`src/rtl/network_requester_if.sv`:
```
// Bundles the core request/response handshake and the router-port packet
// fields that run between a network_requester and its neighbours.
interface network_requester_if #(
  parameter int NAW  = 4,
  parameter int CBAW = 8,
  parameter int DW   = 32
);
  logic                portEnable;
  logic                reqValid;
  logic                reqReady;
  logic                reqWrite;
  logic [NAW+CBAW-1:0] reqAddress;
  logic [DW-1:0]       reqData;
  logic                respValid;
  logic [DW-1:0]       respData;
  logic                respError;
  logic [NAW+CBAW-1:0] destinationAddressOut;
  logic [NAW-1:0]      requesterAddressOut;
  logic                readOut;
  logic                writeOut;
  logic [DW-1:0]       dataOut;
  logic [NAW+CBAW-1:0] destinationAddressIn;
  logic [NAW-1:0]      requesterAddressIn;
  logic                readIn;
  logic                writeIn;
  logic [DW-1:0]       dataIn;

  // Core and mesh side that drives the requester.
  modport master (
    output portEnable, reqValid, reqWrite, reqAddress, reqData,
    output destinationAddressIn, requesterAddressIn, readIn, writeIn, dataIn,
    input  reqReady, respValid, respData, respError,
    input  destinationAddressOut, requesterAddressOut, readOut, writeOut, dataOut
  );

  modport slave (
    input  portEnable, reqValid, reqWrite, reqAddress, reqData,
    input  destinationAddressIn, requesterAddressIn, readIn, writeIn, dataIn,
    output reqReady, respValid, respData, respError,
    output destinationAddressOut, requesterAddressOut, readOut, writeOut, dataOut
  );
endinterface

```
`src/rtl/network_requester.sv`:
```
// Single-outstanding mesh initiator: turns core requests into router packets,
// matches the read reply, times out idle reads and counts stray replies.
module network_requester #(
  parameter int NETWORK_ADDRESS_WIDTH    = 4,
  parameter int CACHE_BANK_ADDRESS_WIDTH = 8,
  parameter int DATA_WIDTH               = 32,
  parameter int TIMEOUT_CYCLES           = 64
) (
  input  logic                             clk,
  input  logic                             reset,
  input  logic [NETWORK_ADDRESS_WIDTH-1:0] localRouterAddress,
  output logic [7:0]                       strayCount,
  network_requester_if.slave               bus
);
  localparam int NAW   = NETWORK_ADDRESS_WIDTH;
  localparam int AW    = NETWORK_ADDRESS_WIDTH + CACHE_BANK_ADDRESS_WIDTH;
  localparam int DW    = DATA_WIDTH;
  localparam int CNT_W = (TIMEOUT_CYCLES > 2) ? $clog2(TIMEOUT_CYCLES) : 1;
  localparam logic [CNT_W-1:0] CNT_LAST = CNT_W'(TIMEOUT_CYCLES - 1);

  typedef enum logic [1:0] {IDLE, SEND, WAIT} state_e;

  state_e           state_q, state_d;
  logic             write_q, write_d;
  logic [AW-1:0]    addr_q, addr_d;
  logic [DW-1:0]    data_q, data_d;
  logic [CNT_W-1:0] cnt_q, cnt_d;
  logic [7:0]       stray_q, stray_d;
  logic [AW-1:0]    dest_out_q, dest_out_d;
  logic [NAW-1:0]   req_out_q, req_out_d;
  logic             read_out_q, read_out_d;
  logic             write_out_q, write_out_d;
  logic [DW-1:0]    data_out_q, data_out_d;
  logic             resp_valid_q, resp_valid_d;
  logic [DW-1:0]    resp_data_q, resp_data_d;
  logic             resp_error_q, resp_error_d;
  logic             is_reply;

  // The requester field and the bank bits of an incoming packet play no part in matching.
  logic unused_in;
  assign unused_in = ^{bus.requesterAddressIn, bus.destinationAddressIn[AW-NAW-1:0]};

  assign is_reply = bus.readIn && bus.writeIn &&
                    (bus.destinationAddressIn[AW-1 -: NAW] == localRouterAddress);

  // NOTE: every _d gets a default before the case so no path leaves it unassigned (no latches).
  always_comb begin
    state_d      = state_q;
    write_d      = write_q;
    addr_d       = addr_q;
    data_d       = data_q;
    cnt_d        = cnt_q;
    stray_d      = stray_q;
    dest_out_d   = '0;
    req_out_d    = '0;
    read_out_d   = 1'b0;
    write_out_d  = 1'b0;
    data_out_d   = '0;
    resp_valid_d = 1'b0;
    resp_data_d  = '0;
    resp_error_d = 1'b0;

    unique case (state_q)
      IDLE: begin
        if (bus.reqValid) begin
          write_d = bus.reqWrite;
          addr_d  = bus.reqAddress;
          data_d  = bus.reqData;
          state_d = SEND;
        end
      end
      SEND: begin
        if (bus.portEnable) begin
          dest_out_d  = addr_q;
          req_out_d   = localRouterAddress;
          read_out_d  = !write_q;
          write_out_d = write_q;
          data_out_d  = write_q ? data_q : '0;
          cnt_d       = '0;
          state_d     = write_q ? IDLE : WAIT;
        end
      end
      WAIT: begin
        // A reply landing on the timeout edge still completes the read cleanly.
        if (is_reply) begin
          resp_valid_d = 1'b1;
          resp_data_d  = bus.dataIn;
          state_d      = IDLE;
        end else if (cnt_q == CNT_LAST) begin
          resp_valid_d = 1'b1;
          resp_error_d = 1'b1;
          state_d      = IDLE;
        end else begin
          cnt_d = cnt_q + CNT_W'(1);
        end
      end
      default: state_d = IDLE;
    endcase

    if (is_reply && state_q != WAIT && stray_q != 8'hFF)
      stray_d = stray_q + 8'd1;
  end

  // NOTE: sequential state uses non-blocking assignments so every flop samples pre-edge values.
  always_ff @(posedge clk or negedge reset) begin
    if (!reset) begin
      state_q      <= IDLE;
      write_q      <= 1'b0;
      addr_q       <= '0;
      data_q       <= '0;
      cnt_q        <= '0;
      stray_q      <= '0;
      dest_out_q   <= '0;
      req_out_q    <= '0;
      read_out_q   <= 1'b0;
      write_out_q  <= 1'b0;
      data_out_q   <= '0;
      resp_valid_q <= 1'b0;
      resp_data_q  <= '0;
      resp_error_q <= 1'b0;
    end else begin
      state_q      <= state_d;
      write_q      <= write_d;
      addr_q       <= addr_d;
      data_q       <= data_d;
      cnt_q        <= cnt_d;
      stray_q      <= stray_d;
      dest_out_q   <= dest_out_d;
      req_out_q    <= req_out_d;
      read_out_q   <= read_out_d;
      write_out_q  <= write_out_d;
      data_out_q   <= data_out_d;
      resp_valid_q <= resp_valid_d;
      resp_data_q  <= resp_data_d;
      resp_error_q <= resp_error_d;
    end
  end

  assign bus.reqReady              = (state_q == IDLE);
  assign bus.respValid             = resp_valid_q;
  assign bus.respData              = resp_data_q;
  assign bus.respError             = resp_error_q;
  assign bus.destinationAddressOut = dest_out_q;
  assign bus.requesterAddressOut   = req_out_q;
  assign bus.readOut               = read_out_q;
  assign bus.writeOut              = write_out_q;
  assign bus.dataOut               = data_out_q;
  assign strayCount                = stray_q;
endmodule

```
`src/flat_wrapper.sv`:
```
// flat-port wrapper written by rule: the top's interface ports become plain ports
module network_requester_flat 
#(
  parameter int NETWORK_ADDRESS_WIDTH    = 4,
  parameter int CACHE_BANK_ADDRESS_WIDTH = 8,
  parameter int DATA_WIDTH               = 32,
  parameter int TIMEOUT_CYCLES           = 64
)
  (clk, reset, localRouterAddress, strayCount, bus_portEnable, bus_reqValid, bus_reqWrite, bus_reqAddress, bus_reqData, bus_destinationAddressIn, bus_requesterAddressIn, bus_readIn, bus_writeIn, bus_dataIn, bus_reqReady, bus_respValid, bus_respData, bus_respError, bus_destinationAddressOut, bus_requesterAddressOut, bus_readOut, bus_writeOut, bus_dataOut);
  network_requester_if #(.NAW((4)), .CBAW((8)), .DW((32))) bus_i ();
  input  logic clk;
  input  logic reset;
  input  logic [NETWORK_ADDRESS_WIDTH-1:0] localRouterAddress;
  output logic [7:0] strayCount;
  input wire logic [$bits(bus_i.portEnable)-1:0] bus_portEnable;
  input wire logic [$bits(bus_i.reqValid)-1:0] bus_reqValid;
  input wire logic [$bits(bus_i.reqWrite)-1:0] bus_reqWrite;
  input wire logic [$bits(bus_i.reqAddress)-1:0] bus_reqAddress;
  input wire logic [$bits(bus_i.reqData)-1:0] bus_reqData;
  input wire logic [$bits(bus_i.destinationAddressIn)-1:0] bus_destinationAddressIn;
  input wire logic [$bits(bus_i.requesterAddressIn)-1:0] bus_requesterAddressIn;
  input wire logic [$bits(bus_i.readIn)-1:0] bus_readIn;
  input wire logic [$bits(bus_i.writeIn)-1:0] bus_writeIn;
  input wire logic [$bits(bus_i.dataIn)-1:0] bus_dataIn;
  output wire logic [$bits(bus_i.reqReady)-1:0] bus_reqReady;
  output wire logic [$bits(bus_i.respValid)-1:0] bus_respValid;
  output wire logic [$bits(bus_i.respData)-1:0] bus_respData;
  output wire logic [$bits(bus_i.respError)-1:0] bus_respError;
  output wire logic [$bits(bus_i.destinationAddressOut)-1:0] bus_destinationAddressOut;
  output wire logic [$bits(bus_i.requesterAddressOut)-1:0] bus_requesterAddressOut;
  output wire logic [$bits(bus_i.readOut)-1:0] bus_readOut;
  output wire logic [$bits(bus_i.writeOut)-1:0] bus_writeOut;
  output wire logic [$bits(bus_i.dataOut)-1:0] bus_dataOut;
  assign bus_i.portEnable = bus_portEnable;
  assign bus_i.reqValid = bus_reqValid;
  assign bus_i.reqWrite = bus_reqWrite;
  assign bus_i.reqAddress = bus_reqAddress;
  assign bus_i.reqData = bus_reqData;
  assign bus_i.destinationAddressIn = bus_destinationAddressIn;
  assign bus_i.requesterAddressIn = bus_requesterAddressIn;
  assign bus_i.readIn = bus_readIn;
  assign bus_i.writeIn = bus_writeIn;
  assign bus_i.dataIn = bus_dataIn;
  assign bus_reqReady = bus_i.reqReady;
  assign bus_respValid = bus_i.respValid;
  assign bus_respData = bus_i.respData;
  assign bus_respError = bus_i.respError;
  assign bus_destinationAddressOut = bus_i.destinationAddressOut;
  assign bus_requesterAddressOut = bus_i.requesterAddressOut;
  assign bus_readOut = bus_i.readOut;
  assign bus_writeOut = bus_i.writeOut;
  assign bus_dataOut = bus_i.dataOut;
  network_requester #(.NETWORK_ADDRESS_WIDTH(NETWORK_ADDRESS_WIDTH), .CACHE_BANK_ADDRESS_WIDTH(CACHE_BANK_ADDRESS_WIDTH), .DATA_WIDTH(DATA_WIDTH), .TIMEOUT_CYCLES(TIMEOUT_CYCLES)) u_core (.clk(clk), .reset(reset), .localRouterAddress(localRouterAddress), .strayCount(strayCount), .bus(bus_i));
endmodule
```
`config.mk`:
```
export PLATFORM = sky130hd
export DESIGN_NAME = network_requester_flat
export DESIGN_NICKNAME = d
export VERILOG_FILES = /design/src/rtl/network_requester_if.sv /design/src/rtl/network_requester.sv /design/src/flat_wrapper.sv
export SDC_FILE = /design/constraint.sdc
export NUM_CORES = 1
export LEC_CHECK = 0
export CAP_MARGIN = 10
export CORE_MARGIN = 5
export CORE_UTILIZATION = 25
export CTS_BUF_LIST = sky130_fd_sc_hd__clkbuf_16
export DETAILED_ROUTE_END_ITERATION = 16
export GPL_TIMING_DRIVEN = 0
export HOLD_SLACK_MARGIN = 0.1
export PLACE_DENSITY = 0.5
export SLEW_MARGIN = 20
export SYNTH_ARGS = -nofsm -noshare
export SYNTH_HDL_FRONTEND = slang
export SYNTH_SLANG_ARGS = --single-unit
```
`constraint.sdc`:
```
create_clock -name clk -period 1.63 [get_ports clk]
set_input_delay 0.326 -clock clk [delete_from_list [all_inputs] [get_ports clk]]
set_output_delay 0.326 -clock clk [all_outputs]
set_load 0.02 [all_outputs]
```
# Word-level counts from Yosys, hierarchy flattened
# Index checks and enable logic that the tools add are counted.
dict set report word_totals {
  word_cells 65
  output_inout_bits 93
  regBits 145
}
dict set report op_classes {
  muxes 28
  reduce_logical 10
  add_sub_neg 2
  eq_ne 11
}
# op count
set ops {}
lappend ops {{two-way mux 32 bit} 5}
lappend ops {{two-way mux 12 bit} 2}
lappend ops {{two-way mux 6 bit} 3}
lappend ops {{one-hot mux 6 bit (2 select lines)} 1}
lappend ops {{two-way mux 2 bit} 5}
lappend ops {{inequality test 2 bit (second input constant)} 5}
lappend ops {{two-way mux 1 bit} 9}
lappend ops {{adder 8 x 1 -> 8 bit (second input constant)} 1}
lappend ops {{two-way mux 4 bit} 2}
lappend ops {{inequality test 8 bit (second input constant)} 1}
lappend ops {{adder 6 x 1 -> 6 bit (second input constant)} 1}
lappend ops {{== test 6 bit (second input constant)} 1}
lappend ops {{one-hot mux 2 bit (3 select lines)} 1}
lappend ops {{== test 4 bit} 1}
lappend ops {{logical AND 1 bit} 4}
lappend ops {{AND reduction 4 bit} 1}
lappend ops {{inequality test 3 x 1 -> 1 bit (second input constant)} 1}
lappend ops {{AND reduction 3 bit} 1}
lappend ops {{== test 2 x 1 -> 1 bit (second input constant)} 1}
lappend ops {{== test 2 bit (second input constant)} 1}
lappend ops {{logical NOT 2 bit} 1}
lappend ops {{AND reduction 2 bit} 1}
lappend ops {{nonzero test 2 bit} 1}
lappend ops {{logical NOT 1 bit} 1}

# Longest topological paths before layout
# Gate-level depths: netlist of run 1.
dict set report logic_depth {
  word_depth 4
  ltp_mapped 6
  ltp_nobuf 5
}

# Least setup slack after synthesis of run 1
# OpenSTA, ideal clock, no wires.
dict set report synth_path {
  path_type {reg2reg}
  from {register u_core.state_q[0]}
  to {register u_core.addr_q[10]}
  setup_time_ns 0.125
  synth_period_minus_slack_ns 1.756
  arrival_ns 1.631
  required_ns 1.505
  stages_incl_launch_ff 6
  setup_slack_ns -0.126
  path_cell_list {dfrtp_1 > nor2_1 > and2_1 > buf_2 > buf_2 > mux2_2}
}
dict set report synth_via {
  elab_chain_cells 2
}
# element line
set synth_rtl {}
lappend synth_rtl {{from (decl)} network_requester.sv:23} ;# state_e state_q, state_d;
lappend synth_rtl {{from (signal assigned)} network_requester.sv:122} ;# state_q <= state_d;
lappend synth_rtl {{logical NOT 2 bit} -}
lappend synth_rtl {{named net bus_reqReady} flat_wrapper.sv:25} ;# output wire logic [$bits(bus_i.reqReady)-1:0] bus_reqReady;
lappend synth_rtl {{AND reduction 2 bit (no source line)} -}
lappend synth_rtl {{to (signal assigned)} network_requester.sv:124} ;# addr_q <= addr_d;
lappend synth_rtl {{to (decl)} network_requester.sv:25} ;# logic [AW-1:0] addr_q, addr_d;
# The timed path passes the listed nets, and every way through them passes these cells.
# A chain may end at the register's enable or synchronous reset.

# Final worst setup path of run 1
dict set report layout_path {
  from {input bus_destinationAddressIn[8]}
  to {register u_core.stray_q[6], in the netlist u_core.strayCount[6]}
}
dict set report layout_via {
  elab_chain_cells 4
}
# element line
set layout_rtl {}
lappend layout_rtl {{from (decl)} flat_wrapper.sv:20} ;# input wire logic [$bits(bus_i.destinationAddressIn)-1:0] bus_destinationAddressIn;
lappend layout_rtl {{== test 4 bit} network_requester.sv:44} ;# (bus.destinationAddressIn[AW-1 -: NAW] == localRouterAddress);
lappend layout_rtl {{logical AND 1 bit} network_requester.sv:43} ;# assign is_reply = bus.readIn && bus.writeIn &&
lappend layout_rtl {{logical AND 1 bit (2 in a row)} network_requester.sv:100} ;# if (is_reply && state_q != WAIT && stray_q != 8'hFF)
lappend layout_rtl {{to (signal assigned)} network_requester.sv:127} ;# stray_q <= stray_d;
lappend layout_rtl {{to (decl)} network_requester.sv:28} ;# logic [7:0] stray_q, stray_d;
# No other way between the ends.

==> reports/results.tsv, run 1 <==
stage	metric	value	unit
status	status	finished clean	
critical_path	Worst Path Arrival	1880	ps
floorplan	DIE AREA	24100	um^2
global_routing	M1 GR Usage	13.4	%
floorplan	Die X	155	um
global_routing	GR Util met2	18.9	%
yosys	Synth area leaders	dfrtp_1 69%, mux2_2 9.8%, and2_1 5.9%, and3_1 4.4%, xor2_1 1.5%	
sta	fin crit share	96.7	%
global_routing	first-pass GRT wire length	21800	um
power	Sw Ratio	28.8	%
finish	Antenna Cells	0	
finish	final std cells w/o fill	857	
min_path	worst hold path class	in2reg	
sta	Slew HR	63.9	%
cts	Worst-Skew Late Latency	420	ps
critical_path	kind of cell adding the most delay to the critical path	simple AND/OR/NAND/NOR gates	
yosys	post-synth cell types	38	
placed_design	RePlAce Congestion	0.738	
critical_path	Worst path max stage delay	450	ps
power	Power Internal	8.02	mW
cts	CTS tree	yes	
finish	Area Growth Syn to Fin	53.1	%
drt	drt pass-1 iters	4	
yosys	Yosys top cell area share	68.9	%
cts	H-tree levels	4	
critical_path	crit start category	primary input	
finish	FILL cells	2076	
global_routing	initial antenna violation count	0	
drt	final wirelength	13500	um
cts	CTS buffer count	17	
global_routing	vias in the first global route	3961	
global_routing	overall routing resource usage	11.6	%
yosys	cell count after synthesis	362	
yosys	most numerous cell in the Yosys netlist	dfrtp_1	
placed_design	PortBufs	183	
floorplan	# IOs	196	
drt	Via density	4.10	
sta	Final Max Slew Viols	0	
placed_design	dpl cell area	7480	um^2
flow_run	Max-Cap Viols	0	
yosys	synthesis warning total	0	
power	PD cells	1400	nW/um^2
floorplan	Site Rows	53	
cts	clock buffer depth	2	
global_routing	grt total ovfl	0	
sta	RSZ-0062 raised after global routing	true	
sta	Worst Tran Pin Value	542	ps
global_routing	met3 Usage GRT	5.59	%
critical_path	crit path max fanout	3	
drt	1st-iter DRT viols	99	
yosys	Top FF cell, synth	dfrtp_1	
yosys	Synth Register Bits	145	
yosys	Post-synth EDFFs	0	
yosys	Syn Std Cell Area	5260	um^2
yosys	sequential share of the synthesized area	68.9	%
critical_path	cells along the critical path	clkdlybuf4s50_1 > xor2_2 > nor3_4 > nand2_2 > nor3b_2 > mux2_4	
cts	Worst-path clk slew	60	ps
yosys	asr flop ratio synth	100	%
sta	clock skew	11.2	ps
power	Sw Pwr	3.24	mW
sta	fin crit period	1580	ps
critical_path	CP max stage cell	clkdlybuf4s50_1	
drt	# DRC	0	
floorplan	Initial Util	25.2	%
cts	clk root buf	clkbuf_16	
cts	CTS Sinks	145	
placed_design	post-DP HPWL	9740	um
yosys	Syn Nets	467	
sta	final setup fails	0	
sta	Final Hold Viols	0	
drt	DRT antenna net count	0	
floorplan	DIE HEIGHT	155	um
drt	Vias	3511	
yosys	area leader, netlist	dfrtp_1	
finish	Design Area, Final	8060	um^2
floorplan	core area	20900	um^2
critical_path	Buf/Inv on CP	1	
drt	WL/cell	15.8	um
power	combinational power share	23.2	%
sta	highest clock rate	634	MHz
critical_path	crit path kind	in2reg	
power	Clk network pwr share	33.5	%
placed_design	Inst Count DP	821	
finish	final net count	674	
global_routing	busiest grt layer	met2	
yosys	Synth Area per Inst	14.5	um^2
critical_path	crit end category	flip-flop	
power	Flop pwr share	43.3	%
power	Leak	4.15	nW
critical_path	WP data required	1930	ps
global_routing	largest net degree at the start of global routing	76	
yosys	synth cell count leaders	145 x dfrtp_1, 50 x and2_1, 46 x mux2_2	
power	VDD IR-drop max	0.729	mV
finish	share of cells above drive strength 1	19.6	%
## metrics by stage
| stage | hold WS, ps | setup slack (ps) | power [mW] | util, % | TNS (ps) |
|---|---|---|---|---|---|
| after detailed placement | 315 | -1110 | 7.74 | 35.8 | -77640 |
| after global placement | 456 | -5590 | 7.63 | 35.7 | -883360 |
| after floorplan | 30.4 | 38.3 | 6.39 | - | 0 |
| after global routing | 234 | -39.4 | 11.9 | 38.6 | -748 |
| after CTS | 439 | 5.34 | 11.5 | 38.4 | 0 |
| final | 237 | 53.1 | 11.3 | 38.6 | 0 |
## final timing paths
check | startpoint | end | slack (ps) | cells past startpoint
max reg2reg | u_core.state_q[0] | u_core.data_q[11] | 50 | 5
max in group asynchronous | reset | u_core.write_q | 390 | 3
min in group asynchronous | reset | u_core.bus.respData[7] | 450 | 2
min | localRouterAddress[3] | u_core.bus.requesterAddressOut[3] | 240 | 2
min reg2reg | u_core.addr_q[9] | u_core.bus.destinationAddressOut[9] | 470 | 1
max | bus_destinationAddressIn[8] | u_core.strayCount[6] | 50 | 6
## cells by family (layout without fill, tap and decap cells)
family	after synthesis	count (layout)	synth area share [%]
simple gates	121	121	14.9
compound gates	18	18	2.23
buf+inv	17	237	1.40
xor+xnor	10	10	1.66
fa+ha+maj	2	2	0.475
mux	49	49	10.4
flops	145	145	68.9
## cell type report
| class | count | area [um^2] | share of cell area [%] |
|---|---|---|---|
| flip-flops and latches | 145 | 3630 | 45.1 |
| repair buffers | 188 | 1790 | 22.2 |
| multi-input cells | 200 | 1640 | 20.3 |
| clock buffers | 17 | 425 | 5.28 |
| well taps | 275 | 344 | 4.27 |
| clock inverters | 15 | 143 | 1.77 |
| plain buffers | 16 | 87.6 | 1.09 |
| inverters | 1 | 3.75 | 0.0466 |
## routing by layer
metal	vias up	share of wire (%)	wire length (um)
li1	1637	-	-
met1	1737	40	5460
met2	123	48	6510
met3	14	10	1360
met4	0	1.5	198
met5	-	0	0
## registers in the layout (all words and copies together) (netlist names)
| register | flops |
|---|---|
| u_core.bus.dataOut | 32 |
| u_core.bus.respData | 32 |
| u_core.data_q | 32 |
| u_core.addr_q | 12 |
| u_core.bus.destinationAddressOut | 12 |
| u_core.strayCount | 8 |
| u_core.cnt_q | 6 |
| u_core.bus.requesterAddressOut | 4 |
| u_core.state_q | 2 |
| u_core.bus.readOut | 1 |
| u_core.bus.respError | 1 |
| u_core.bus.respValid | 1 |
| u_core.bus.writeOut | 1 |
| u_core.write_q | 1 |
## repair_timing
item | CTS | global route
pin swaps | 3 | 5
setup buffers | 3 | 0
hold buffers | 1 | 0
gates resized for setup | 113 | 11
endpoints found under the hold margin | 70 | 0
endpoints found under the setup margin | 219 | 68
## power by group through the flow
stage	sequential, mW	combinational [mW]	clock, mW
2_1_floorplan	5.14	1.25	0
3_3_place_gp	4.93	2.71	0
3_5_place_dp	4.96	2.78	0
4_1_cts	4.90	2.70	3.90
5_1_grt	4.99	2.86	4.05
6_report	4.88	2.61	3.77
## layout by cell type (no fill, tap or decap), types with 2 or more instances in the layout
cell / netlist / final
nand2_1: 7 / 6
clkinv_2: 0 / 3
dfrtp_2: 0 / 2
bufinv_16: 0 / 2
dlymetal6s2s_1: 0 / 5
mux2_2: 46 / 46
buf_4: 0 / 7
clkinvlp_4: 0 / 4
inv_1: 1 / 2
nor2_1: 4 / 2
nor4b_2: 2 / 2
nand3_1: 5 / 5
clkbuf_1: 8 / 7
a21oi_1: 3 / 2
dlygate4sd2_1: 0 / 92
clkinv_1: 0 / 2
mux2i_1: 2 / 2
clkdlybuf4s50_1: 0 / 84
o21ai_0: 7 / 7
nor2_4: 1 / 3
nor2b_1: 3 / 3
buf_2: 8 / 4
inv_6: 0 / 2
dfrtp_1: 145 / 143
ha_1: 2 / 2
clkbuf_16: 0 / 17
and2_1: 50 / 50
xor2_1: 9 / 6
and3_1: 37 / 36
xor2_2: 0 / 3
Note: power is estimated with default switching activity, not from simulation.
==> inputs of run 2 (changes only) <==
--- a/config.mk
+++ b/config.mk
@@ -12,7 +12,7 @@
 export DETAILED_ROUTE_END_ITERATION = 16
 export GPL_TIMING_DRIVEN = 0
 export HOLD_SLACK_MARGIN = 0.1
-export PLACE_DENSITY = 0.5
+export PLACE_DENSITY = 0.52
 export SLEW_MARGIN = 20
 export SYNTH_ARGS = -nofsm -noshare
 export SYNTH_HDL_FRONTEND = slang
==> constraint.sdc (replaced) <==
create_clock -name clk -period 1.3 [get_ports clk]
set_input_delay 0.26 -clock clk [delete_from_list [all_inputs] [get_ports clk]]
set_output_delay 0.26 -clock clk [all_outputs]
set_load 0.02 [all_outputs]
==> reports/results.tsv, run 2 (synthesis gave the netlist of run 1 again) <==
stage	metric	value	unit	change
drt	drt pass-1 iters	4		unchanged
cts	CTS tree	yes		
finish	final std cells w/o fill	897		+4.7%
critical_path	crit path max fanout	7		+4
placed_design	worst slack, placed	-1320	ps	-214 ps
finish	sequential cell area	3640	um^2	+0.17%
floorplan	Site Rows	53		unchanged
placed_design	Inst Count DP	821		unchanged
power	VDD IR-drop max	0.869	mV	+19%
cts	Worst-path clk slew	60	ps	about the same
sta	clock skew	9.85	ps	-1.40 ps
global_routing	vias in the first global route	4254		+7.4%
drt	Vias	3745		+6.7%
drt	WL/cell	16.5	um	+4.6%
cts	H-tree levels	4		unchanged
finish	area of the multi-input gates	1980	um^2	+21%
cts	CTS Sinks	145		unchanged
drt	# DRC	0		unchanged
critical_path	Worst R2R Setup Slack	-160	ps	-210 ps
sta	Final Hold Viols	0		unchanged
finish	Design Area, Final	8690	um^2	+7.9%
min_path	hold path endpoint	u_core.bus.requesterAddressOut[2]		
critical_path	worst r2r src	u_core.state_q[0]		
floorplan	DIE HEIGHT	155	um	unchanged
finish	FILL cells	1989		-4.2%
critical_path	reg2reg path depth	7		+2
min_path	hold path depth	2		unchanged
global_routing	grt total ovfl	0		unchanged
sta	worst hold slack	227	ps	-9.94 ps
power	power consumption	15.8	mW	+41%
drt	Via density	4.18		+1.9%
cts	Worst-Skew Late Latency	410	ps	about the same
sta	final setup fails	102		+102
sta	highest clock rate	685	MHz	
placed_design	post-DP HPWL	9770	um	+0.31%
finish	most common cell after layout, fill and taps aside	dfrtp_1		
drt	final wirelength	14800	um	+9.5%
status	violated checks	setup timing		
power	Leak	4.37	nW	+5.3%
min_path	min-delay src	localRouterAddress[2]		
global_routing	overall routing resource usage	12.2	%	+0.54 points
critical_path	crit path kind	reg2reg		
placed_design	PortBufs	183		unchanged
drt	DRT antenna net count	0		unchanged
sta	fin crit period	1460	ps	
finish	final net count	714		+5.9%
sta	Setup WS post-layout	-160	ps	-213 ps
cts	clock buffer depth	2		unchanged
sta	fin crit share	112	%	
critical_path	Worst Path Arrival	1800	ps	-80 ps
global_routing	largest net degree at the start of global routing	100		+32%
placed_design	RePlAce Congestion	0.776		+5.1%
status	status	finished, violations left		
floorplan	# IOs	196		unchanged
power	PD cells	1820	nW/um^2	+30%
sta	Worst Tran Pin Value	396	ps	-146 ps
cts	CTS buffer count	17		unchanged
finish	share of cells above drive strength 1	45.8	%	+26 points
finish	highest-count cells in the layout ignoring fill and taps	138 x dfrtp_1, 86 x buf_2, 81 x clkdlybuf4s50_1		
critical_path	Crit Reg-Reg Endpoint	u_core.bus.respData[14]		
cts	clk root buf	clkbuf_16		
global_routing	first-pass GRT wire length	23100	um	+5.8%
floorplan	Initial Util	25.2	%	unchanged
critical_path	WP data required	1640	ps	-290 ps
critical_path	crit start category	flip-flop		
placed_design	dpl cell area	7550	um^2	+0.99%
sta	Slew HR	73.6	%	+9.7 points
finish	Antenna Cells	0		unchanged
global_routing	initial antenna violation count	0		unchanged
finish	Area Growth Syn to Fin	65.2	%	
sta	Final Max Slew Viols	0		unchanged
drt	1st-iter DRT viols	81		-18%
sta	RSZ-0062 raised after global routing	true		
critical_path	crit end category	flip-flop		
floorplan	Die X	155	um	unchanged
floorplan	core area	20900	um^2	unchanged
floorplan	DIE AREA	24100	um^2	unchanged
min_path	worst hold path class	in2reg		
flow_run	Max-Cap Viols	0		unchanged
## run 2: cell count changes in the layout (fill, tap and decap cells not counted), moves of 6 or more
cell	previous run	this run
dlygate4sd2_1	92	8
buf_2	4	86
mux2_2	46	6
mux2_4	1	41
buf_6	1	23
buf_4	7	23
and2_1	50	36
and2_4	0	14
o21ai_0	7	0
buf_12	0	6
## run 2: cell type report
type / instances / share of cell area (%)
Buffer: 15 / 2.33
Clock buffer: 17 / 4.89
Clock inverter: 15 / 1.94
Inverter: 1 / 0.0432
Multi-Input combinational cell: 200 / 22.8
Sequential cell: 145 / 41.8
Tap cell: 275 / 3.96
Timing Repair Buffer: 229 / 22.2
## run 2: stage by stage
| step | setup TNS [ps] | utilization [%] |
|---|---|---|
| 2_1_floorplan | -8490 | - |
| 3_3_place_gp | -947270 | 36.0 |
| 3_5_place_dp | -106680 | 36.2 |
| 4_1_cts | -11710 | 40.6 |
| 5_1_grt | -17920 | 41.6 |
| 6_report | -11010 | 41.6 |
## run 2: power breakdown
part / switching (mW) / internal (mW) / total, mW
clock network: 1.91 / 3.01 / 4.92
registers: 0.595 / 5.60 / 6.20
logic: 1.97 / 2.74 / 4.71
total: 4.48 / 11.3 / 15.8
## run 2: worst max-delay path, cell delays in order (launching register included)
cell and delay, ps:
dfrtp_2 440, buf_6 130, nand2b_4 180, buf_6 140, nor2_4 150, buf_6 130, buf_6 100, and2_4 120
## run 2: worst max path at each step
| stage | start | to | cells after the start |
|---|---|---|---|
| after floorplan | u_core.state_q[1] | u_core.cnt_q[5] | 4 |
| after global placement | reset | u_core.strayCount[4] | 1 |
| after detailed placement | bus_portEnable | u_core.cnt_q[5] | 6 |
| after CTS | u_core.state_q[0] | u_core.data_q[25] | 5 |
| after global routing | u_core.state_q[0] | u_core.bus.respData[27] | 7 |
| final | u_core.state_q[0] | u_core.bus.respData[14] | 7 |
## run 2: per-layer routing
layer  GRT usage [%]  up-vias  part of all wire [%]
li1                -     1733                     -
met1            14.8     1882                    41
met2            20.5      117                    50
met3            3.89       13                   7.2
met4            4.04        0                   1.2
met5               0        -                     0
## run 2: what timing repair did
item	CTS	global route
hold buffers	1	0
pin swaps	22	22
gates cloned	3	4
setup buffers	29	10
setup endpoints to repair	236	216
hold endpoints to repair	46	0
gates resized for setup	478	65
==> inputs of run 3 (changes only) <==
--- a/config.mk
+++ b/config.mk
@@ -12,7 +12,7 @@
 export DETAILED_ROUTE_END_ITERATION = 16
 export GPL_TIMING_DRIVEN = 0
 export HOLD_SLACK_MARGIN = 0.1
-export PLACE_DENSITY = 0.52
+export PLACE_DENSITY = 0.62
 export SLEW_MARGIN = 20
 export SYNTH_ARGS = -nofsm -noshare
 export SYNTH_HDL_FRONTEND = slang
==> reports/results.tsv, run 3 (synthesis gave the netlist of run 1 again) <==
stage	metric	value	unit	change
sta	Final Max Slew Viols	0		unchanged
drt	DRT antenna net count	0		unchanged
cts	Worst-path clk slew	60	ps	about the same
critical_path	Setup crit end	u_core.strayCount[1]		
sta	fin crit share	113	%	+0.95 points
critical_path	crit path kind	reg2reg		
critical_path	Worst path max stage delay	450	ps	about the same
drt	drt pass-1 iters	4		unchanged
cts	CTS Sinks	145		unchanged
placed_design	PortBufs	183		unchanged
sta	Worst Tran Pin Value	463	ps	+66.6 ps
floorplan	DIE AREA	24100	um^2	unchanged
sta	final setup fails	138		+35%
status	status	finished, violations left		
power	power consumption	15.3	mW	-3.2%
placed_design	RePlAce Congestion	0.790		+1.9%
cts	CTS buffer count	17		unchanged
critical_path	Worst Path Arrival	1760	ps	-40 ps
power	Leak	4.39	nW	+0.66%
critical_path	WP data required	1590	ps	-50 ps
critical_path	crit path max fanout	6		-1
sta	Final Hold Viols	0		unchanged
flow_run	Max-Cap Viols	0		unchanged
status	violated checks	setup timing		
cts	clk root buf	clkbuf_16		
sta	RSZ-0062 raised after global routing	true		
critical_path	worst r2r src	u_core.state_q[1]		
global_routing	first-pass GRT wire length	22600	um	-2.2%
sta	highest clock rate	679	MHz	-0.84%
critical_path	Worst R2R Setup Slack	-170	ps	about the same
drt	Vias	3781		+0.96%
global_routing	largest net degree at the start of global routing	87		-13%
critical_path	reg2reg path depth	5		-2
floorplan	# IOs	196		unchanged
critical_path	cells along the critical path	buf_6 > nand2b_4 > nand3_4 > nor2_4 > mux2_4		
finish	most common cell after layout, fill and taps aside	dfrtp_1		
floorplan	Initial Util	25.2	%	unchanged
drt	# DRC	0		unchanged
floorplan	Die X	155	um	unchanged
global_routing	overall routing resource usage	12.0	%	-0.20 points
finish	share of cells above drive strength 1	48.2	%	+2.4 points
sta	Slew HR	69.2	%	-4.4 points
drt	final wirelength	14700	um	-0.63%
power	PD cells	1750	nW/um^2	-4.0%
min_path	worst hold path class	in2reg		
floorplan	Site Rows	53		unchanged
drt	WL/cell	16.2	um	-2.1%
finish	FILL cells	1967		-1.1%
finish	final net count	725		+1.5%
cts	Worst-Skew Late Latency	410	ps	about the same
placed_design	post-DP HPWL	9530	um	-2.5%
power	VDD IR-drop max	0.970	mV	+12%
floorplan	DIE HEIGHT	155	um	unchanged
critical_path	crit end category	flip-flop		
cts	clock buffer depth	2		unchanged
sta	Setup WS post-layout	-173	ps	-12.3 ps
global_routing	grt total ovfl	0		unchanged
critical_path	Crit Reg-Reg Endpoint	u_core.strayCount[1]		
sta	fin crit period	1470	ps	+12.3 ps
sta	clock skew	8.57	ps	-1.27 ps
global_routing	initial antenna violation count	3		+3
global_routing	vias in the first global route	4090		-3.9%
sta	worst hold slack	124	ps	-102 ps
critical_path	Worst Setup SP	u_core.state_q[1]		
drt	Via density	4.15		-0.48%
cts	CTS tree	yes		
critical_path	crit start category	flip-flop		
finish	Area Growth Syn to Fin	66.5	%	
cts	H-tree levels	4		unchanged
drt	1st-iter DRT viols	82		+1.2%
floorplan	core area	20900	um^2	unchanged
finish	highest-count cells in the layout ignoring fill and taps	138 x dfrtp_1, 89 x buf_2, 81 x clkdlybuf4s50_1		
critical_path	CP max stage cell	dfrtp_2		
==> run 3: worst max-delay path: cells and delay by family (launching register included) <==
kind | cells | cell delay [ps]
simple gates | 3 | 450
flops | 1 | 450
mux | 1 | 310
buf+inv | 1 | 130
==> run 3: final cells by class <==
cell class	count	area (um^2)	area share [%]
sequential	145	3640	41.5
timing repair buffer	239	2080	23.8
multi-input combinational	200	1930	22.1
clock buffer	17	425	4.85
tap	275	344	3.93
buffer	16	214	2.44
clock inverter	15	120	1.37
antenna	2	5.00	0.0571
inverter	1	3.75	0.0428
==> run 3: power by group <==
part	switching (mW)	total (mW)	internal, mW
clock	1.89	4.51	2.61
combinational	1.95	4.64	2.68
sequential	0.576	6.18	5.60
==> run 3: how the worst min path moves through the flow <==
stage | from | end | slack [ps] | depth (start not counted)
global route | localRouterAddress[2] | u_core.bus.requesterAddressOut[2] | 130 | 2
finish | localRouterAddress[2] | u_core.bus.requesterAddressOut[2] | 120 | 2
CTS | localRouterAddress[3] | u_core.bus.requesterAddressOut[3] | 260 | 2
detailed placement | reset | u_core.bus.dataOut[5] | 220 | 1
global placement | u_core.addr_q[9] | u_core.bus.destinationAddressOut[9] | 460 | 1
floorplan | reset | u_core.addr_q[0] | -40 | 0
==> run 3: what timing repair did <==
item	CTS	global route
hold buffers	1	0
pin swaps	27	32
endpoints found under the setup margin	235	223
buffers inserted	37	10
endpoints found under the hold margin	59	0
gates resized for setup	458	86
cloned	3	5
==> run 3: layer usage <==
metal	GRT usage [%]	wire [um]	vias to the layer above	part of all wire (%)
met4	3.07	145	2	0.99
li1	-	-	1753	-
met1	14.6	5990	1874	41
met3	5.84	1490	12	10
met2	19.1	7080	140	48
met5	0	7	-	0.048
==> run 3: per-stage QoR <==
stage,cell area [um^2],TNS [ps],instances,util [%],worst slack (ps)
5_1_grt,8760,-22890,910,42.0,-222
2_1_floorplan,5350,-8490,362,-,-173
6_report,8760,-15290,910,42.0,-173
3_5_place_dp,7550,-103780,821,36.2,-1190
4_1_cts,8530,-10970,894,40.9,-175
3_3_place_gp,7520,-923440,820,36.0,-6190
==> RTL change 1: new RTL, config.mk and constraints of run 3 <==
Re-encode `state_e` (3 states) as one-hot, 3 bits wide.
--- a/src/rtl/network_requester.sv
+++ b/src/rtl/network_requester.sv
@@ -18,7 +18,7 @@
   localparam int CNT_W = (TIMEOUT_CYCLES > 2) ? $clog2(TIMEOUT_CYCLES) : 1;
   localparam logic [CNT_W-1:0] CNT_LAST = CNT_W'(TIMEOUT_CYCLES - 1);
 
-  typedef enum logic [1:0] {IDLE, SEND, WAIT} state_e;
+  typedef enum logic [2:0] {IDLE = 3'b001, SEND = 3'b010, WAIT = 3'b100} state_e;
 
   state_e           state_q, state_d;
   logic             write_q, write_d;
Behaviour: same outputs for any inputs over 10 cycles, from zero or initial values and one cycle with reset low; not proved beyond that.
==> RTL change 1 against run 3 <==
  * The run still ends with negative setup slack left
  * Global-route usage up 0.42 points
  * Die area rose by 0.29%
  * Routed wire length is 0.97% higher
  * Power shrank 0.41%
  * Synthesized cell count rose by 1.7%
  * Sequential cell count increased by 1
  * Area after synthesis grew 0.31%
  * Cell area decreased by 0.34%
  * Worst setup slack worse by 0.38 ns
  * Clock skew decreased by 0.0014 ns
  * Largest power group unchanged
==> RTL change 1: results (changes against run 3) <==
| Metric | Value |
|---|---|
| Outcome | finished, violations left |
| Failing checks | negative setup slack |
| Post-CTS setup buffers | 29 (-22%) |
| Final #Nets | 722 (-0.41%) |
| Clock share of power | 0.343 (+0.049) |
| XOR/XNOR share of the synthesized area | 0.0166 (-0.0000513) |
| Top layer in use | met4 |
| Sequential area share after synthesis | 0.692 (+0.00285) |
| Pre-CTS WS | -0.997 ns (+0.195 ns) |
| Seq. pwr | 6.00 mW (-3%) |
| Fill cells | 1,944 (-1.2%) |
| Met2 routed WL | 7.20 mm (+1.6%) |
| Syn Area/Cell | 14.3 µm² (-1.3%) |
| Crit path arrival time | 2.15 ns (+0.39 ns) |
| Worst Skew | 0.00716 ns (-0.00142 ns) |
| Worst slew pin tran | 0.427 ns (-0.0355 ns) |
| First-pass GRT wire length | 23.2 mm (+2.7%) |
| Total CTS buffers | 17 (unchanged) |
| CP max-delay cell | dfstp_2 |
| Max VDD drop | 0.816 mV (-16%) |
| Final HPWL DP | 9.84 mm (+3.3%) |
| RD Place Congestion | 0.797 (+0.84%) |
| DR vias/cell | 4.23 (+1.9%) |
| Adder-Cell Fraction of Synth Area | 0.00474 (-0.0000146) |
| Area contributors post-synth | dfrtp_1 69%, mux2_2 9.8%, and3_1 8.2%, and2_1 2.1%, xnor2_1 1.2% |
| Layout cells sized above 1 | 0.421 (-0.0605) |
| Worst setup margin | -0.554 ns (-0.381 ns) |
| Non-Filler Instances | 904 (-0.66%) |
| Leakage | 4.51 nW (+2.6%) |
| N_diodes | 0 (-2) |
| GR Util met2 | 0.200 (+0.00948) |
| Synth top cells by count | 145 x dfrtp_1, 69 x and3_1, 46 x mux2_2, 18 x and2_1, 16 x clkbuf_1 |
| Post-synth cell types | 39 (+2.6%) |
| Net Count, Synth | 473 (+1.3%) |
| Post-placement cell area | 7790 µm² (+3.1%) |
| WL met1 | 6.46 mm (+7.8%) |
| Synth Area in Compound Gates | 0.0161 (-0.00623) |
| Total GRT Usage | 0.124 (+0.00419) |
| Sw Pwr | 4.01 mW (-9.3%) |
| Asr flop ratio synth | 1.00 (unchanged) |
| Post-synthesis mux area share | 0.102 (-0.00222) |
| Worst-path maximum fanout | 7 (+1) |
| Initial antenna violation count | 0 (-3) |
| DR iter-0 viols | 101 (+23%) |
| # setup viols final | 147 (+6.5%) |
| Sum of negative setup slack | -40.52 ns (-25.24 ns) |
| Drt total wl | 14.9 mm (+0.97%) |
| Met3 WL | 908 µm (-39%) |
| Largest net degree at the start of global routing | 98 (+13%) |
## RTL change 1: cell count changes after synthesis, sizes merged, moves of 3 or more
cell	delta
xor2	-6
nand4	+3
and3	+32
o21ai	-3
nor2	-3
and2	-32
a21oi	-3
xnor2	+6
clkbuf	+8
## RTL change 1: worst paths after layout
check,start,endpoint,slack [ns],cells after the start
min reg2reg,u_core.addr_q[11]$_DFFE_PN0P_,u_core.bus.destinationAddressOut[11]$_DFF_PN0_,0.48,1
max in group asynchronous,reset,u_core.state_q[0]$_DFFE_PN1P_,0.29,3
max,u_core.state_q[0]$_DFFE_PN1P_,u_core.strayCount[1]$_DFFE_PN0P_,-0.55,4
max reg2reg,u_core.state_q[0]$_DFFE_PN1P_,u_core.strayCount[1]$_DFFE_PN0P_,-0.55,4
min,localRouterAddress[3],u_core.bus.requesterAddressOut[3]$_DFF_PN0_,0.23,2
min in group asynchronous,reset,u_core.data_q[8]$_DFFE_PN0P_,0.35,2
## RTL change 1: kinds of logic (layout without fill, tap and decap cells)
family / Yosys count / after routing
AO/OA/AOI/OAI: 13 / 13
XOR/XNOR: 10 / 10
adder cells (fa/ha/maj): 2 / 2
buffers and inverters: 24 / 285
flip-flops: 146 / 146
multiplexers: 48 / 48
AND/OR/NAND/NOR: 125 / 125
## RTL change 1: final cells by class
class | count | area [µm²] | area share
buffer | 20 | 269 | 0.0308
clock buffer | 17 | 425 | 0.0487
clock inverter | 14 | 203 | 0.0232
inverter | 2 | 7.51 | 0.000859
multi-input combinational | 198 | 1790 | 0.205
sequential | 146 | 3660 | 0.419
tap | 275 | 344 | 0.0394
timing repair buffer | 232 | 2040 | 0.233
==> RTL change 2: new RTL, flow settings as in run 3 <==
Without the edit above. `TIMEOUT_CYCLES` is set to 64 in 2 places; all go to 32.
--- a/src/rtl/network_requester.sv
+++ b/src/rtl/network_requester.sv
@@ -4,7 +4,7 @@
   parameter int NETWORK_ADDRESS_WIDTH    = 4,
   parameter int CACHE_BANK_ADDRESS_WIDTH = 8,
   parameter int DATA_WIDTH               = 32,
-  parameter int TIMEOUT_CYCLES           = 64
+  parameter int TIMEOUT_CYCLES           = 32
 ) (
   input  logic                             clk,
   input  logic                             reset,
--- a/src/flat_wrapper.sv
+++ b/src/flat_wrapper.sv
@@ -4,7 +4,7 @@
   parameter int NETWORK_ADDRESS_WIDTH    = 4,
   parameter int CACHE_BANK_ADDRESS_WIDTH = 8,
   parameter int DATA_WIDTH               = 32,
-  parameter int TIMEOUT_CYCLES           = 64
+  parameter int TIMEOUT_CYCLES           = 32
 )
   (clk, reset, localRouterAddress, strayCount, bus_portEnable, bus_reqValid, bus_reqWrite, bus_reqAddress, bus_reqData, bus_destinationAddressIn, bus_requesterAddressIn, bus_readIn, bus_writeIn, bus_dataIn, bus_reqReady, bus_respValid, bus_respData, bus_respError, bus_destinationAddressOut, bus_requesterAddressOut, bus_readOut, bus_writeOut, bus_dataOut);
   network_requester_if #(.NAW((4)), .CBAW((8)), .DW((32))) bus_i ();
Function: no difference found for any inputs over 10 cycles, from zero or initial values and one cycle with reset low; that may be too few to reach the edited logic, so the function may still have changed.
==> RTL change 2 against run 3 <==
  * The flow still finishes with violations (negative setup slack)
  * Power is 1.5% higher
  * Routed wire length increased by 3.5%
  * Clock skew down 0.0020 ns
  * Worst setup slack got worse by 0.17 ns
  * Synthesized cell count down 1.4%
  * Sequential cell count decreased by 1
  * Sequential share of layout area is 0.47 points higher
  * Worst hold slack better by 0.13 ns
  * Cell area is 1.9% lower
  * Sequential power is essentially flat
  * Area after synthesis shrank 1.1%
  * Critical path type unchanged
  * Largest cell class unchanged
==> RTL change 2: results (changes against run 3) <==
| Metric | Value |
|---|---|
| Met3 Track Usage GR | 0.0282 (-0.0302) |
| Signal buffers share of area | 0.259 (-0.00301) |
| Adder-Cell Fraction of Synth Area | 0.00961 (+0.00486) |
| Post-Syn Instances | 357 (-1.4%) |
| ClkCell Share | 0.0615 (-0.000705) |
| Area contributors post-synth | dfrtp_1 69%, mux2_2 9.9%, and2_1 5.9%, and3_1 4.3%, xnor2_1 1.0% |
| Post-placement cell area | 7690 µm² (+1.9%) |
| Met2 routed WL | 8.01 mm (+13%) |
| Failing checks | negative setup slack |
| Sum of negative setup slack | -18.39 ns (-3.10 ns) |
| Worst setup margin | -0.343 ns (-0.171 ns) |
| Area Growth Syn to Fin | 65.2% |
| Number of global-route vias before repair | 4,245 (+3.8%) |
| Overall power | 15.6 mW (+1.5%) |
| Sequential area share after synthesis | 0.692 (+0.00281) |
| Core area | 20,400 µm² (-2.5%) |
| Fill cells | 1,891 (-3.9%) |
| CP peak stage delay | 0.42 ns (-0.03 ns) |
| XOR/XNOR share of the synthesized area | 0.0183 (+0.00163) |
| Synth top cells by count | 144 x dfrtp_1, 49 x and2_1, 46 x mux2_2, 36 x and3_1, 11 x clkbuf_1 |
| Multi-input logic cell count | 194 (-3.0%) |
| DR iter-0 viols | 170 (+110%) |
| Max-slew headroom | 0.674 (-0.0177) |
| # setup viols final | 106 (-23%) |
| Net Count, Synth | 464 (-0.64%) |
| Sequential Power Share | 0.398 (-0.005) |
| Met1 usage | 0.156 (+0.0102) |
| Worst Skew | 0.00658 ns (-0.00199 ns) |
| Register cell area after layout | 3610 µm² (-0.76%) |
| Initial antenna violation count | 0 (-3) |
| Comb. pwr | 4.94 mW (+6.5%) |
| Drt total wl | 15.2 mm (+3.5%) |
| Placed instance count | 811 (-1.2%) |
| Total GRT Usage | 0.128 (+0.00856) |
| Sw Share | 0.287 (-0.00184) |
| CTS resizes | 434 (-5.2%) |
| RD Place Congestion | 0.768 (-2.8%) |
| WL met1 | 6.28 mm (+4.8%) |
| Post-synth cell types | 31 (-18%) |
| Outcome | finished, violations left |
| Crit path arrival time | 1.98 ns (+0.22 ns) |
| Leakage | 4.35 nW (-1.0%) |
| Post-synthesis mux area share | 0.101 (-0.00293) |
| Final HPWL DP | 10.2 mm (+7.2%) |
[RTL change 2: final timing paths]
path                            depth (start not counted)                                            end                        startpoint
worst min register to register                          1  u_core.bus.destinationAddressOut[0]$_DFF_PN0_      u_core.addr_q[0]$_DFFE_PN0P_
worst max-delay path                                    7               u_core.strayCount[4]$_DFFE_PN0P_  u_core.strayCount[0]$_DFFE_PN0P_
max in group asynchronous                               3                   u_core.data_q[3]$_DFFE_PN0P_                             reset
worst min-delay path                                    2    u_core.bus.requesterAddressOut[3]$_DFF_PN0_             localRouterAddress[3]
min in group asynchronous                               2              u_core.bus.respData[30]$_DFF_PN0_                             reset
worst max register to register                          7               u_core.strayCount[4]$_DFFE_PN0P_  u_core.strayCount[0]$_DFFE_PN0P_
[RTL change 2: critical path: cells and delay by family (launching register included)]
kind,cells,cell delay (ns)
and+or+nand+nor,3,0.48
AOI/OAI and AO/OA,1,0.23
xor gates and xnor gates,1,0.12
DFF,1,0.42
adders and majority gates,1,0.17
buffers and inverters,1,0.15
